File: config.mk
export PLATFORM = sky130hd
export DESIGN_NAME = mc_fsm_controller
export DESIGN_NICKNAME = d
export VERILOG_FILES = /design/src/rtl/mc_ctrl_pkg.sv /design/src/rtl/mc_opcode_decode.sv /design/src/rtl/mc_fsm_controller.sv
export SDC_FILE = /design/constraint.sdc
export NUM_CORES = 1
export LEC_CHECK = 0
export BUFFER_PORTS_ARGS = -buffer_cell sky130_fd_sc_hd__buf_2
export CORE_AREA = 3 3 40 42
export CTS_CLUSTER_DIAMETER = 150
export DETAILED_ROUTE_END_ITERATION = 10
export DIE_AREA = 0 0 43 45
export HOLD_SLACK_MARGIN = 0.12
export PLACE_DENSITY_LB_ADDON = 0.1
export SYNTH_ARGS = -nofsm -noshare
export SYNTH_HDL_FRONTEND = slang
export SYNTH_HIERARCHICAL = 1
export SYNTH_SLANG_ARGS = --single-unit
File: constraint.sdc
create_clock -name clock_i -period 1.5 [get_ports clock_i]
set_input_delay 0.225 -clock clock_i [delete_from_list [all_inputs] [get_ports clock_i]]
set_output_delay 0.225 -clock clock_i [all_outputs]
set_load 0.005 [all_outputs]
File: src/rtl/mc_ctrl_pkg.sv
// Shared encodings for the multi-cycle accumulator controller:
// FSM states, opcode values and ALU operation selects.
package mc_ctrl_pkg;

    typedef enum logic [2:0] {
        ST_IDLE   = 3'd0,
        ST_FETCH  = 3'd1,
        ST_DECODE = 3'd2,
        ST_OP_RD  = 3'd3,
        ST_OP_WR  = 3'd4,
        ST_HALT   = 3'd5
    } state_e;

    localparam logic [2:0] OPC_NOP = 3'b000;
    localparam logic [2:0] OPC_LDA = 3'b001;
    localparam logic [2:0] OPC_STA = 3'b010;
    localparam logic [2:0] OPC_ADD = 3'b011;
    localparam logic [2:0] OPC_SUB = 3'b100;
    localparam logic [2:0] OPC_JMP = 3'b101;
    localparam logic [2:0] OPC_BRZ = 3'b110;
    localparam logic [2:0] OPC_HLT = 3'b111;

    localparam logic [1:0] ALU_PASS_B = 2'b00;
    localparam logic [1:0] ALU_ADD    = 2'b01;
    localparam logic [1:0] ALU_SUB    = 2'b10;

endpackage

File: src/rtl/mc_opcode_decode.sv
// Combinational opcode classifier for the controller.
// Config macro: MC_CTRL_BRZ_EN enables BRZ; otherwise opcode 110 decodes as NOP.
module mc_opcode_decode
    import mc_ctrl_pkg::*;
#(
    parameter int OPC_W    = 3,
    parameter int ALU_OP_W = 2
) (
    input  logic [OPC_W-1:0]    opcode_i,
    output logic                is_mem_rd_o,
    output logic                is_mem_wr_o,
    output logic                is_jump_o,
    output logic                is_branch_o,
    output logic                is_halt_o,
    output logic [ALU_OP_W-1:0] alu_op_o
);

    always_comb begin
        is_mem_rd_o = 1'b0;
        is_mem_wr_o = 1'b0;
        is_jump_o   = 1'b0;
        is_branch_o = 1'b0;
        is_halt_o   = 1'b0;
        alu_op_o    = ALU_OP_W'(ALU_PASS_B);
        case (opcode_i)
            OPC_LDA: is_mem_rd_o = 1'b1;
            OPC_ADD: begin
                is_mem_rd_o = 1'b1;
                alu_op_o    = ALU_OP_W'(ALU_ADD);
            end
            OPC_SUB: begin
                is_mem_rd_o = 1'b1;
                alu_op_o    = ALU_OP_W'(ALU_SUB);
            end
            OPC_STA: is_mem_wr_o = 1'b1;
            OPC_JMP: is_jump_o   = 1'b1;
`ifdef MC_CTRL_BRZ_EN
            OPC_BRZ: is_branch_o = 1'b1;
`endif
            OPC_HLT: is_halt_o   = 1'b1;
            default: ;
        endcase
    end

endmodule

File: src/rtl/mc_fsm_controller.sv
// Multi-cycle fetch/decode/operand/execute controller for the 8-bit accumulator datapath.
// Config macro: MC_CTRL_BRZ_EN (handled inside mc_opcode_decode).
module mc_fsm_controller
    import mc_ctrl_pkg::*;
#(
    parameter int OPC_W    = 3,
    parameter int ALU_OP_W = 2
) (
    input  logic                clock_i,
    input  logic                reset_i,
    input  logic                start_i,
    input  logic [OPC_W-1:0]    ir_opcode_i,
    input  logic                zero_flag_i,
    input  logic                mem_ready_i,
    output logic                mem_req_o,
    output logic                mem_we_o,
    output logic                addr_sel_o,
    output logic                ir_load_o,
    output logic                pc_inc_o,
    output logic                pc_load_o,
    output logic                acc_load_o,
    output logic [ALU_OP_W-1:0] alu_op_o,
    output logic                busy_o,
    output logic                halted_o
);

    state_e state_q, state_d;

    logic                is_mem_rd, is_mem_wr, is_jump, is_branch, is_halt;
    logic [ALU_OP_W-1:0] dec_alu_op;

    mc_opcode_decode #(
        .OPC_W    (OPC_W),
        .ALU_OP_W (ALU_OP_W)
    ) u_dec (
        .opcode_i    (ir_opcode_i),
        .is_mem_rd_o (is_mem_rd),
        .is_mem_wr_o (is_mem_wr),
        .is_jump_o   (is_jump),
        .is_branch_o (is_branch),
        .is_halt_o   (is_halt),
        .alu_op_o    (dec_alu_op)
    );

    always_ff @(posedge clock_i) begin
        if (reset_i) state_q <= ST_IDLE;
        else         state_q <= state_d;
    end

    always_comb begin
        state_d    = state_q;
        mem_req_o  = 1'b0;
        mem_we_o   = 1'b0;
        addr_sel_o = 1'b0;
        ir_load_o  = 1'b0;
        pc_inc_o   = 1'b0;
        pc_load_o  = 1'b0;
        acc_load_o = 1'b0;
        alu_op_o   = '0;
        busy_o     = (state_q != ST_IDLE) && (state_q != ST_HALT);
        halted_o   = (state_q == ST_HALT);
        case (state_q)
            ST_IDLE: if (start_i) state_d = ST_FETCH;
            ST_FETCH: begin
                mem_req_o = 1'b1;
                if (mem_ready_i) begin
                    ir_load_o = 1'b1;
                    pc_inc_o  = 1'b1;
                    state_d   = ST_DECODE;
                end
            end
            ST_DECODE: begin
                // Branch gating is folded into is_branch, so this is plain logic.
                pc_load_o = is_jump | (is_branch & zero_flag_i);
                if (is_halt)        state_d = ST_HALT;
                else if (is_mem_rd) state_d = ST_OP_RD;
                else if (is_mem_wr) state_d = ST_OP_WR;
                else                state_d = ST_FETCH;
            end
            ST_OP_RD: begin
                mem_req_o  = 1'b1;
                addr_sel_o = 1'b1;
                alu_op_o   = dec_alu_op;
                if (mem_ready_i) begin
                    acc_load_o = 1'b1;
                    state_d    = ST_FETCH;
                end
            end
            ST_OP_WR: begin
                mem_req_o  = 1'b1;
                mem_we_o   = 1'b1;
                addr_sel_o = 1'b1;
                if (mem_ready_i) state_d = ST_FETCH;
            end
            ST_HALT: ;
            default: state_d = ST_IDLE;
        endcase
        // Reset squashes every output immediately, dropping any in-flight access.
        if (reset_i) begin
            mem_req_o  = 1'b0;
            mem_we_o   = 1'b0;
            addr_sel_o = 1'b0;
            ir_load_o  = 1'b0;
            pc_inc_o   = 1'b0;
            pc_load_o  = 1'b0;
            acc_load_o = 1'b0;
            alu_op_o   = '0;
            busy_o     = 1'b0;
            halted_o   = 1'b0;
        end
    end

endmodule

; Yosys cells after proc, flatten, opt, wreduce, memory -nomap -nowiden
; Cells that the tools add are included.
[word_totals]
register_bits = 3
latch_bits = 0
ramBits = 0
mem_bits_ro = 0
in_bits = 8
out_inout_bits = 11
wordCells = 53
memories = 0
[op_classes]
addsub = 0
mul = 0
div_mod_pow = 0
order_cmp = 0
n_eq_ne = 15
shifts = 0
muxes = 29
bitwise = 1
n_reduce_logical = 7
[ops]
columns = operator, count
row1 = $mux W1, 19
row2 = $mux W3, 6
row3 = $eq A3 B3 Y1 const B, 5
row4 = $pmux W3 S5, 1
row5 = $eq A3 B2 Y1 const B, 4
row6 = $eq A3 B1 Y1 const B, 2
row7 = $reduce_or A3 Y1, 2
row8 = $mux W2, 2
row9 = $ne A2 B2 Y1 const B, 2
row10 = $pmux W2 S2, 1
row11 = $reduce_and A4 Y1, 1
row12 = $logic_not A3 Y1, 1
row13 = $ne A3 B3 Y1 const B, 1
row14 = $reduce_bool A3 Y1, 1
row15 = $ne A2 B1 Y1 const B, 1
row16 = $reduce_or A2 Y1, 1
row17 = $logic_and A1 B1 Y1, 1
row18 = $not A1 Y1, 1

; Depth between registers and ports, before layout
; Gate-level depths: netlist of run 1.
[logic_depth]
word_depth = 6
depth_mapped = 5
depth_no_buf = 5

; Cells and area by module
; The synthesis of run 1 kept the hierarchy.
[modules_own_cells]
columns = mod, n_inst, cells_each, area_each_um2, seq_area_each_um2
row1 = mc_fsm_controller, 1, 42, 296.5, 60.1
row2 = mc_opcode_decode, 1, 9, 65.1, 0.0

; Worst setup path after synthesis of run 1
; No wires, ideal clock.
[synth_timing]
path_type = input-to-output
from = input port reset_i
to = output port pc_inc_o
arrival_ns = 0.981
required_ns = 1.275
path_slack_ns = 0.294
stages = 3
path_buffers = 2
cell_sequence = clkbuf_1 > nor4_1 > buf_4
[synth_via]
elab_chain_len = 1
[synth_rtl]
columns = item, line
row1 = from (decl), mc_fsm_controller.sv:10  ; input logic reset_i,
row2 = $mux W1, --
row3 = to (decl), mc_fsm_controller.sv:19  ; output logic pc_inc_o,
; No other way between the ends.

; Final worst setup path of run 1
[layout_timing]
from = register state_q[2]
to = output port pc_load_o
[layout_via]
elab_chain_len = 3
[layout_rtl]
columns = item, line
row1 = from (decl), mc_fsm_controller.sv:27  ; state_e state_q, state_d;
row2 = from (signal assigned), mc_fsm_controller.sv:47  ; else state_q <= state_d;
row3 = $eq A3 B2 Y1, mc_fsm_controller.sv:62  ; case (state_q)
row4 = $mux W1, mc_fsm_controller.sv:62
row5 = $mux W1, mc_fsm_controller.sv:99  ; if (reset_i) begin
row6 = to (decl), mc_fsm_controller.sv:20  ; output logic pc_load_o,
; No other way between the ends.

==> results_dict.tcl, run 1 <==
set metrics [dict create \
    clk_pin_slew_ns 0.03 \
    ys_async_sr_fraction_pct 0 \
    period_share_pct 95.1 \
    clk_latency_ns 0.22 \
    max_freq_mhz 701 \
    ios 19 \
    power_density_nw_per_um2 683 \
    grtUsageTotal_pct 9.96 \
    syn_area_per_cell_sq_um 7.09 \
    synth.yosys.seq_area_share_pct 16.6 \
    nets 82 \
    via_count 413 \
    finalPower_uw 347 \
    hold_depth 2 \
    dpl.hpwl_um 711 \
    htreeDepth 1 \
    wire_per_inst_um 9.94 \
    timing.final.ws_setup_ns 0.0733 \
    portBuffers 18 \
    yosysTopAreaCell "dfxtp_1" \
    cp-end-kind "output pin" \
    rr_worst_depth 4 \
    grt_pass1_vias 369 \
    fillers 150 \
    grt_pass1_wl_um 1500 \
    setup_violations 0 \
    synth_warnings 6 \
    ir_drop_uv 290 \
    cp.required_ns 1.27 \
    die_h_um 45 \
    worst-r2r-setup-slack_ns 0.40 \
    cts_buffers 3 \
    yosys_most_used_dff "dfxtp_1" \
    yosysTopAreaCellShare_pct 16.6 \
    largest_reg_flops 3 \
    clock-sinks 3 \
    area_growth_pct 40.5 \
    cts_root_buf "clkbuf_4" \
    crit_chain "and2b_2 -> nor4b_1 -> buf_2" \
    r2r-end "state_q[0]" \
    critPathSlowestCell "dfxtp_2" \
    worstHoldPathType "in -> reg" \
    cap_violations 0 \
    cts_tree "yes" \
    core_sq_um 1280 \
    route.detailed.drc 0 \
    netlist_area_sq_um 362 \
    totalNegativeSetupSlack_ns 0 \
    antennaDiodeCount 0 \
    drt_wl_total_um 875 \
    hold_start "reset_i" \
    slew_viol_final 0 \
    regArea_sq_um 62.6 \
    largest_registers "state_q: 3 flops" \
    critPathArrivalTime_ns 1.20 \
    via_per_inst 4.69 \
    dp_slack_ns 0.236 \
    synthCells 51 \
    power.leakage_uw 0.000264 \
    layout-drive-gt1-share_pct 46.6 \
    initialDrtViolationCount 6 \
    run_status "complete, no violations" \
    multi_input_area_sq_um 262 \
    num_rows 13 \
    synth_area_leaders "dfxtp_1 (17%), a21oi_1 (6.9%), nor3b_1 (6.2%), and3_1 (5.2%), inv_1 (5.2%)" \
    cts_buffer_depth 2 \
    grt_antenna_before_repair 0 \
    setup.worst_path.class "reg -> out" \
    largest-register "state_q" \
    rsz0062_at_grt "no" \
    finalCriticalPeriod_ns 1.43 \
    start_kind "flip-flop" \
    path_max_fanout 7 \
    ys_seq_elements 3 \
    cp_slowest_stage_delay_ns 0.34 \
    synth_cell_types 27 \
    fp.dieArea_sq_um 1940 \
    grt_max_degree 11 \
    hold_buffers 0 \
    ys_top_cells_by_count "a21oi_1 (5), inv_1 (5), nor2_1 (4)" \
    syn_nets 59 \
    drt_pass1_iterations 4 \
    die_w_um 43 \
    finalHoldViolCount 0 \
    r2r-start "state_q[2]" \
    min_to "state_q[1]" \
    gp_congestion 0.680 \
    start_util_pct 28.1 \
    post-route-util_pct 39.5 \
    synth_edf_count 0 \
    drtAntennaViolNets 0 \
    fin_skew_ns 0.000604 \
    globalRouteOverflowTotal 0 \
]
-- cell type report --
type                       count  area share [%]
timing repair buffer          22            23.6
inverter                       5            3.69
clock buffer                   4            5.17
tap                           15            3.69
sequential                     3            12.3
multi-input combinational     39            51.5
-- critical path, delay by kind of cell (launching register included) --
family / cells / cell delay, ns
flops: 1 / 0.34
simple gates: 2 / 0.47
buf+inv: 1 / 0.16
-- per-layer routing --
layer  GRT usage, %  vias to the layer above  part of all wire (%)
met2           18.3                       15                    46
li1               -                      223                     -
met4              0                        0                     0
met3           3.98                        0                   8.7
met5              0                        -                     0
met1           11.7                      175                    46
-- where the power goes --
group	internal (uW)	switching (uW)	total, uW
Sequential	88.0	8.68	96.7
Clock	99.3	35.8	135
Combinational	57.8	57.4	115
-- repair_timing --
action,CTS,global route
setup buffers,1,0
endpoints found under the setup margin,1,11
resized for setup,0,3
-- placed cells by master (no fill, tap or decap), types with 2 or more instances in the layout --
master,n
a21oi_1,5
nor3b_1,3
clkbuf_4,3
buf_4,4
buf_2,18
dfxtp_2,2
and2b_2,2
o21ai_0,2
nor4b_1,2
and3_1,3
inv_1,5
nor2_1,3
a31oi_1,2
nand2_1,2
and3_2,2
-- worst max path at each step --
| stage | end | startpoint | cells after the start | slack, ns |
|---|---|---|---|---|
| after floorplan | pc_inc_o | reset_i | 3 | 0.29 |
| after global placement | alu_op_o[1] | state_q[0] | 4 | 0.22 |
| after detailed placement | pc_load_o | state_q[2] | 3 | 0.24 |
| after CTS | pc_load_o | state_q[2] | 3 | 0.003 |
| after global routing | pc_load_o | state_q[2] | 3 | 0.0002 |
| final | pc_load_o | state_q[2] | 3 | 0.07 |
-- per-stage QoR --
stage / std cells / cell area, sq um / hold WS [ns]
floorplan: 51 / 362 / 0.407
global placement: 83 / 469 / 0.544
detailed placement: 83 / 469 / 0.539
CTS: 88 / 503 / 0.298
global route: 88 / 508 / 0.330
finish: 88 / 508 / 0.307
-- logic make-up after synthesis --
kind of cell	share of synthesized area (%)
simple gates	41.9
xor+xnor	4.85
flops	16.6
buf+inv	11.8
compound gates	23.9
other cells	1.04
Power figures use the tool's default switching activity.
==> inputs of run 2 (changes only) <==
clock period = 1.69 ns   (was 1.5 ns; I/O delays follow)
==> results_dict.tcl, run 2 (same netlist as run 1, synthesis figures left out) <==
set metrics [dict create \
    run_status "complete, no violations" \
    slew_viol_final 0 \
    grt_max_degree 11 \
    period_share_pct 90.3 \
    nets 79 \
    htreeDepth 1 \
    core_sq_um 1280 \
    critPathSlowestCell "dfxtp_1" \
    area_growth_pct 33.2 \
    path_max_fanout 7 \
    drt_wl_total_um 866 \
    cp.required_ns 1.44 \
    cts_buffer_depth 2 \
    route.detailed.drc 0 \
    finalHoldViolCount 0 \
    power.leakage_uw 0.000248 \
    cp-end-kind "output pin" \
    layout-drive-gt1-share_pct 41.4 \
    finalCriticalPeriod_ns 1.53 \
    drtAntennaViolNets 0 \
    crit_chain "and2b_2 -> nor4b_1 -> buf_2" \
    gr-usage-met3_pct 1.59 \
    final_cells 85 \
    grt_pass1_wl_um 1550 \
    cp_slowest_stage_delay_ns 0.43 \
    wire_per_inst_um 10.2 \
    fillers 150 \
    ir_drop_uv 214 \
    setup.worst_path.class "reg -> out" \
    mostFrequentLayoutCells "buf_2 (18), inv_1 (5), a21oi_1 (5), nor2_1 (4)" \
    grt_busiest_layer "met2" \
    cap_violations 0 \
    grtUsageTotal_pct 10.4 \
    initialDrtViolationCount 4 \
    combPwrFrac_pct 28.3 \
    dp_cells 81 \
    die_h_um 45 \
    clk_latency_ns 0.24 \
    cts_root_buf "clkbuf_4" \
    dpl.hpwl_um 684 \
    grt_pass1_vias 388 \
    fp.dieArea_sq_um 1940 \
    use_met2_pct 18.3 \
    worstHoldPathType "in -> reg" \
    largest-register "state_q" \
    start_util_pct 28.1 \
    p_sw_uw 93.9 \
    clk_pin_slew_ns 0.04 \
    grtUsageMet1_pct 12.2 \
    ios 19 \
    clock-sinks 3 \
    clkPwrFrac_pct 41.9 \
    cts_setup_buffers 0 \
    globalRouteOverflowTotal 0 \
    totalNegativeSetupSlack_ns 0 \
    drt_pass1_iterations 3 \
    gp_congestion 0.649 \
    via_per_inst 4.76 \
    rsz0062_at_grt "no" \
    via_count 405 \
    p_sw_share_pct 31.1 \
    hold_buffers 0 \
    num_rows 13 \
    fin_skew_ns 0.00605 \
    portBuffers 18 \
    cts_tree "yes" \
    die_w_um 43 \
    power_density_nw_per_um2 628 \
    largest_reg_flops 3 \
    grt_antenna_before_repair 0 \
    cts_buffers 3 \
    p_seq_share_pct 29.8 \
    largest_registers "state_q: 3 flops" \
    antennaDiodeCount 0 \
    max_freq_mhz 655 \
    internal_power_uw 208 \
    start_kind "flip-flop" \
    final_common_cell "buf_2" \
    setup_violations 0 \
    critPathArrivalTime_ns 1.27 \
]
==> run 2: cell count changes in the layout (fill, tap and decap cells not counted), sizes merged <==
cell  change
buf       -3
==> run 2: routing by layer <==
metal | vias to the layer above | share of wire (%) | wire (um)
met3 | 2 | 6.0 | 52
met2 | 13 | 44 | 384
met1 | 173 | 47 | 409
met5 | - | 0 | 0
li1 | 217 | - | -
met4 | 0 | 2.2 | 19
==> run 2: cell type report <==
type                    instances  area (sq um)  share of cell area (%)
repair buffers                 19          97.6                    20.3
well taps                      15          18.8                    3.90
clock buffers                   4          26.3                    5.45
inverters                       5          18.8                    3.90
flip-flops and latches          3          61.3                    12.7
multi-input cells              39           259                    53.8
==> run 2: worst max-delay path: cells and delay by family (launching register included) <==
kind                   cells  cell delay (ns)
buffers and inverters      1             0.16
DFF                        1             0.43
and+or+nand+nor            2             0.45
==> run 2: what timing repair did <==
action                                  in CTS  in global routing
hold endpoints to repair                     0                  0
endpoints found under the setup margin       0                  4
gates resized for setup                      0                  1
==> run 2: power by group through the flow <==
| stage | Combinational, uW | Sequential, uW | Clock, uW |
|---|---|---|---|
| after floorplan | 64.1 | 83.5 | 0 |
| after global placement | 87.0 | 91.9 | 0 |
| after detailed placement | 86.3 | 91.0 | 0 |
| after CTS | 86.6 | 89.6 | 131 |
| after global routing | 98.1 | 92.4 | 135 |
| final | 85.5 | 90.2 | 127 |
==> run 2: path summary, 6_finish.rpt <==
| path | start | endpoint | slack [ns] | depth (start not counted) |
|---|---|---|---|---|
| hold / removal | reset_i | state_q[1] | 0.33 | 2 |
| setup / recovery | state_q[1] | pc_load_o | 0.16 | 3 |
| setup reg to reg | state_q[1] | state_q[0] | 0.57 | 3 |
| hold reg to reg | state_q[2] | state_q[1] | 0.58 | 1 |
==> run 2: per-stage QoR <==
| step | instance area (sq um) | power (uW) | hold slack [ns] | setup slack, ns | util, % |
|---|---|---|---|---|---|
| floorplan | 362 | 148 | 0.435 | 0.427 | - |
| global placement | 454 | 179 | 0.568 | 0.307 | 35.3 |
| detailed placement | 454 | 177 | 0.565 | 0.335 | 35.3 |
| CTS | 480 | 307 | 0.316 | 0.0932 | 37.4 |
| global route | 482 | 326 | 0.341 | 0.0203 | 37.5 |
| finish | 482 | 302 | 0.326 | 0.164 | 37.5 |
==> inputs of run 3 (changes only) <==
SETUP_SLACK_MARGIN = 0.5   (was not set)
==> results_dict.tcl, run 3 (same netlist as run 1, synthesis figures left out) <==
set metrics [dict create \
    via_per_inst 5.07 \
    htreeDepth 1 \
    gp_congestion 0.650 \
    post-route-util_pct 46.9 \
    wire_per_inst_um 12.7 \
    globalRouteOverflowTotal 0 \
    combPwrFrac_pct 36.8 \
    ir_drop_uv 192 \
    p_seq_share_pct 26.2 \
    drtAntennaViolNets 0 \
    power.leakage_uw 0.000287 \
    dp_slack_ns 0.252 \
    r2r-end "state_q[0]" \
    totalNegativeSetupSlack_ns 0 \
    hold_buffers 0 \
    cp.required_ns 1.44 \
    holdWs_ns 0.385 \
    largest_reg_flops 3 \
    die_w_um 43 \
    cap_violations 0 \
    mostFrequentLayoutCells "buf_2 (16), buf_4 (6), a21oi_1 (5), inv_1 (4)" \
    hold_depth 2 \
    r2r-start "state_q[1]" \
    path_max_fanout 6 \
    area_growth_pct 66.8 \
    dpl.hpwl_um 707 \
    max_freq_mhz 683 \
    fin_skew_ns 0.00459 \
    initialDrtViolationCount 11 \
    antennaDiodeCount 0 \
    slew_viol_final 0 \
    cp-end-kind "output pin" \
    grtUsageTotal_pct 11.7 \
    run_status "complete, no violations" \
    grt_max_degree 11 \
    layout-drive-gt1-share_pct 60.5 \
    setup.worst_path.class "reg -> out" \
    portBuffers 18 \
    rsz0062_at_grt "yes" \
    critPathArrivalTime_ns 1.21 \
    finalCriticalPeriod_ns 1.47 \
    route.detailed.drc 0 \
    clk_pin_slew_ns 0.04 \
    clkPwrFrac_pct 37.0 \
    finalHoldViolCount 0 \
    die_h_um 45 \
    via_count 461 \
    num_rows 13 \
    fp.dieArea_sq_um 1940 \
    cts_root_buf "clkbuf_4" \
    grt_pass1_vias 396 \
    period_share_pct 86.7 \
    start_util_pct 28.1 \
    worst-r2r-setup-slack_ns 0.57 \
    min_to "state_q[1]" \
    timing.final.ws_setup_ns 0.225 \
    largest-register "state_q" \
    drt_pass1_iterations 4 \
    hold_start "reset_i" \
    final_common_cell "buf_2" \
    cts_buffer_depth 2 \
    core_sq_um 1280 \
    internal_power_uw 224 \
    rr_worst_depth 4 \
    setup_violations 0 \
    grt_antenna_before_repair 0 \
    p_sw_share_pct 33.0 \
    drt_wl_total_um 1160 \
    largest_registers "state_q: 3 flops" \
    grt_pass1_wl_um 1720 \
    cts_tree "yes" \
    worstHoldPathType "in -> reg" \
    cts_buffers 3 \
    p_sw_uw 110 \
    nets 85 \
    clock-sinks 3 \
    power_density_nw_per_um2 554 \
    ios 19 \
    start_kind "flip-flop" \
    fillers 131 \
    clk_latency_ns 0.23 \
    finalPower_uw 334 \
]
==> run 3: cell types whose count changed in the layout (fill, tap and decap cells not counted), moves of 2 or more <==
cell | previous run | this run
dfxtp_4 | 0 | 3
nor4b_1 | 2 | 0
dfxtp_1 | 2 | 0
buf_4 | 1 | 6
buf_6 | 0 | 2
buf_2 | 18 | 16
==> run 3: cell type report <==
class / count / area (sq um) / area share (%)
clock buffer: 4 / 26.3 / 4.36
multi-input combinational: 39 / 317 / 52.5
timing repair buffer: 25 / 151 / 25.1
tap: 15 / 18.8 / 3.11
inverter: 5 / 18.8 / 3.11
sequential: 3 / 71.3 / 11.8
==> run 3: critical path, stage by stage, from the launching register on <==
cell,delay (ns)
dfxtp_4,0.34
and2b_2,0.27
nor4b_4,0.22
buf_2,0.15
==> run 3: power by group through the flow <==
| stage | sequential (uW) | combinational [uW] | clock [uW] |
|---|---|---|---|
| after floorplan | 83.9 | 65.4 | 0 |
| after global placement | 94.0 | 80.6 | 0 |
| after detailed placement | 94.7 | 81.1 | 0 |
| after CTS | 85.8 | 110 | 128 |
| after global routing | 88.6 | 135 | 136 |
| final | 87.4 | 123 | 124 |
==> run 3: repair_timing <==
item                                    CTS  global route
endpoints found under the hold margin     0             0
gates resized for setup                   9            10
pin swaps                                 6             6
endpoints found under the setup margin   11            12
setup buffers                             7             0
==> run 3: worst max path at each step <==
stage / slack [ns] / cells past startpoint / start / to
final: 0.22 / 3 / state_q[2] / pc_load_o
after global routing: 0.17 / 3 / state_q[2] / pc_load_o
after CTS: 0.27 / 3 / state_q[2] / pc_load_o
after detailed placement: 0.25 / 4 / state_q[0] / alu_op_o[1]
after global placement: 0.30 / 4 / state_q[0] / alu_op_o[0]
after floorplan: 0.51 / 3 / reset_i / pc_inc_o
==> run 3: per-stage QoR <==
step	cells	cell area [sq um]
after floorplan	51	368
after global placement	80	453
after detailed placement	80	453
after CTS	91	551
after global routing	91	603
final	91	603
==> run 3: per-layer routing <==
| layer | track usage [%] | vias to the layer above | part of all wire (%) |
|---|---|---|---|
| met2 | 20.4 | 17 | 53 |
| met1 | 14.6 | 210 | 41 |
| met3 | 2.39 | 2 | 6.0 |
| li1 | - | 232 | - |
| met5 | 0 | - | 0 |
| met4 | 3.61 | 0 | 0.69 |
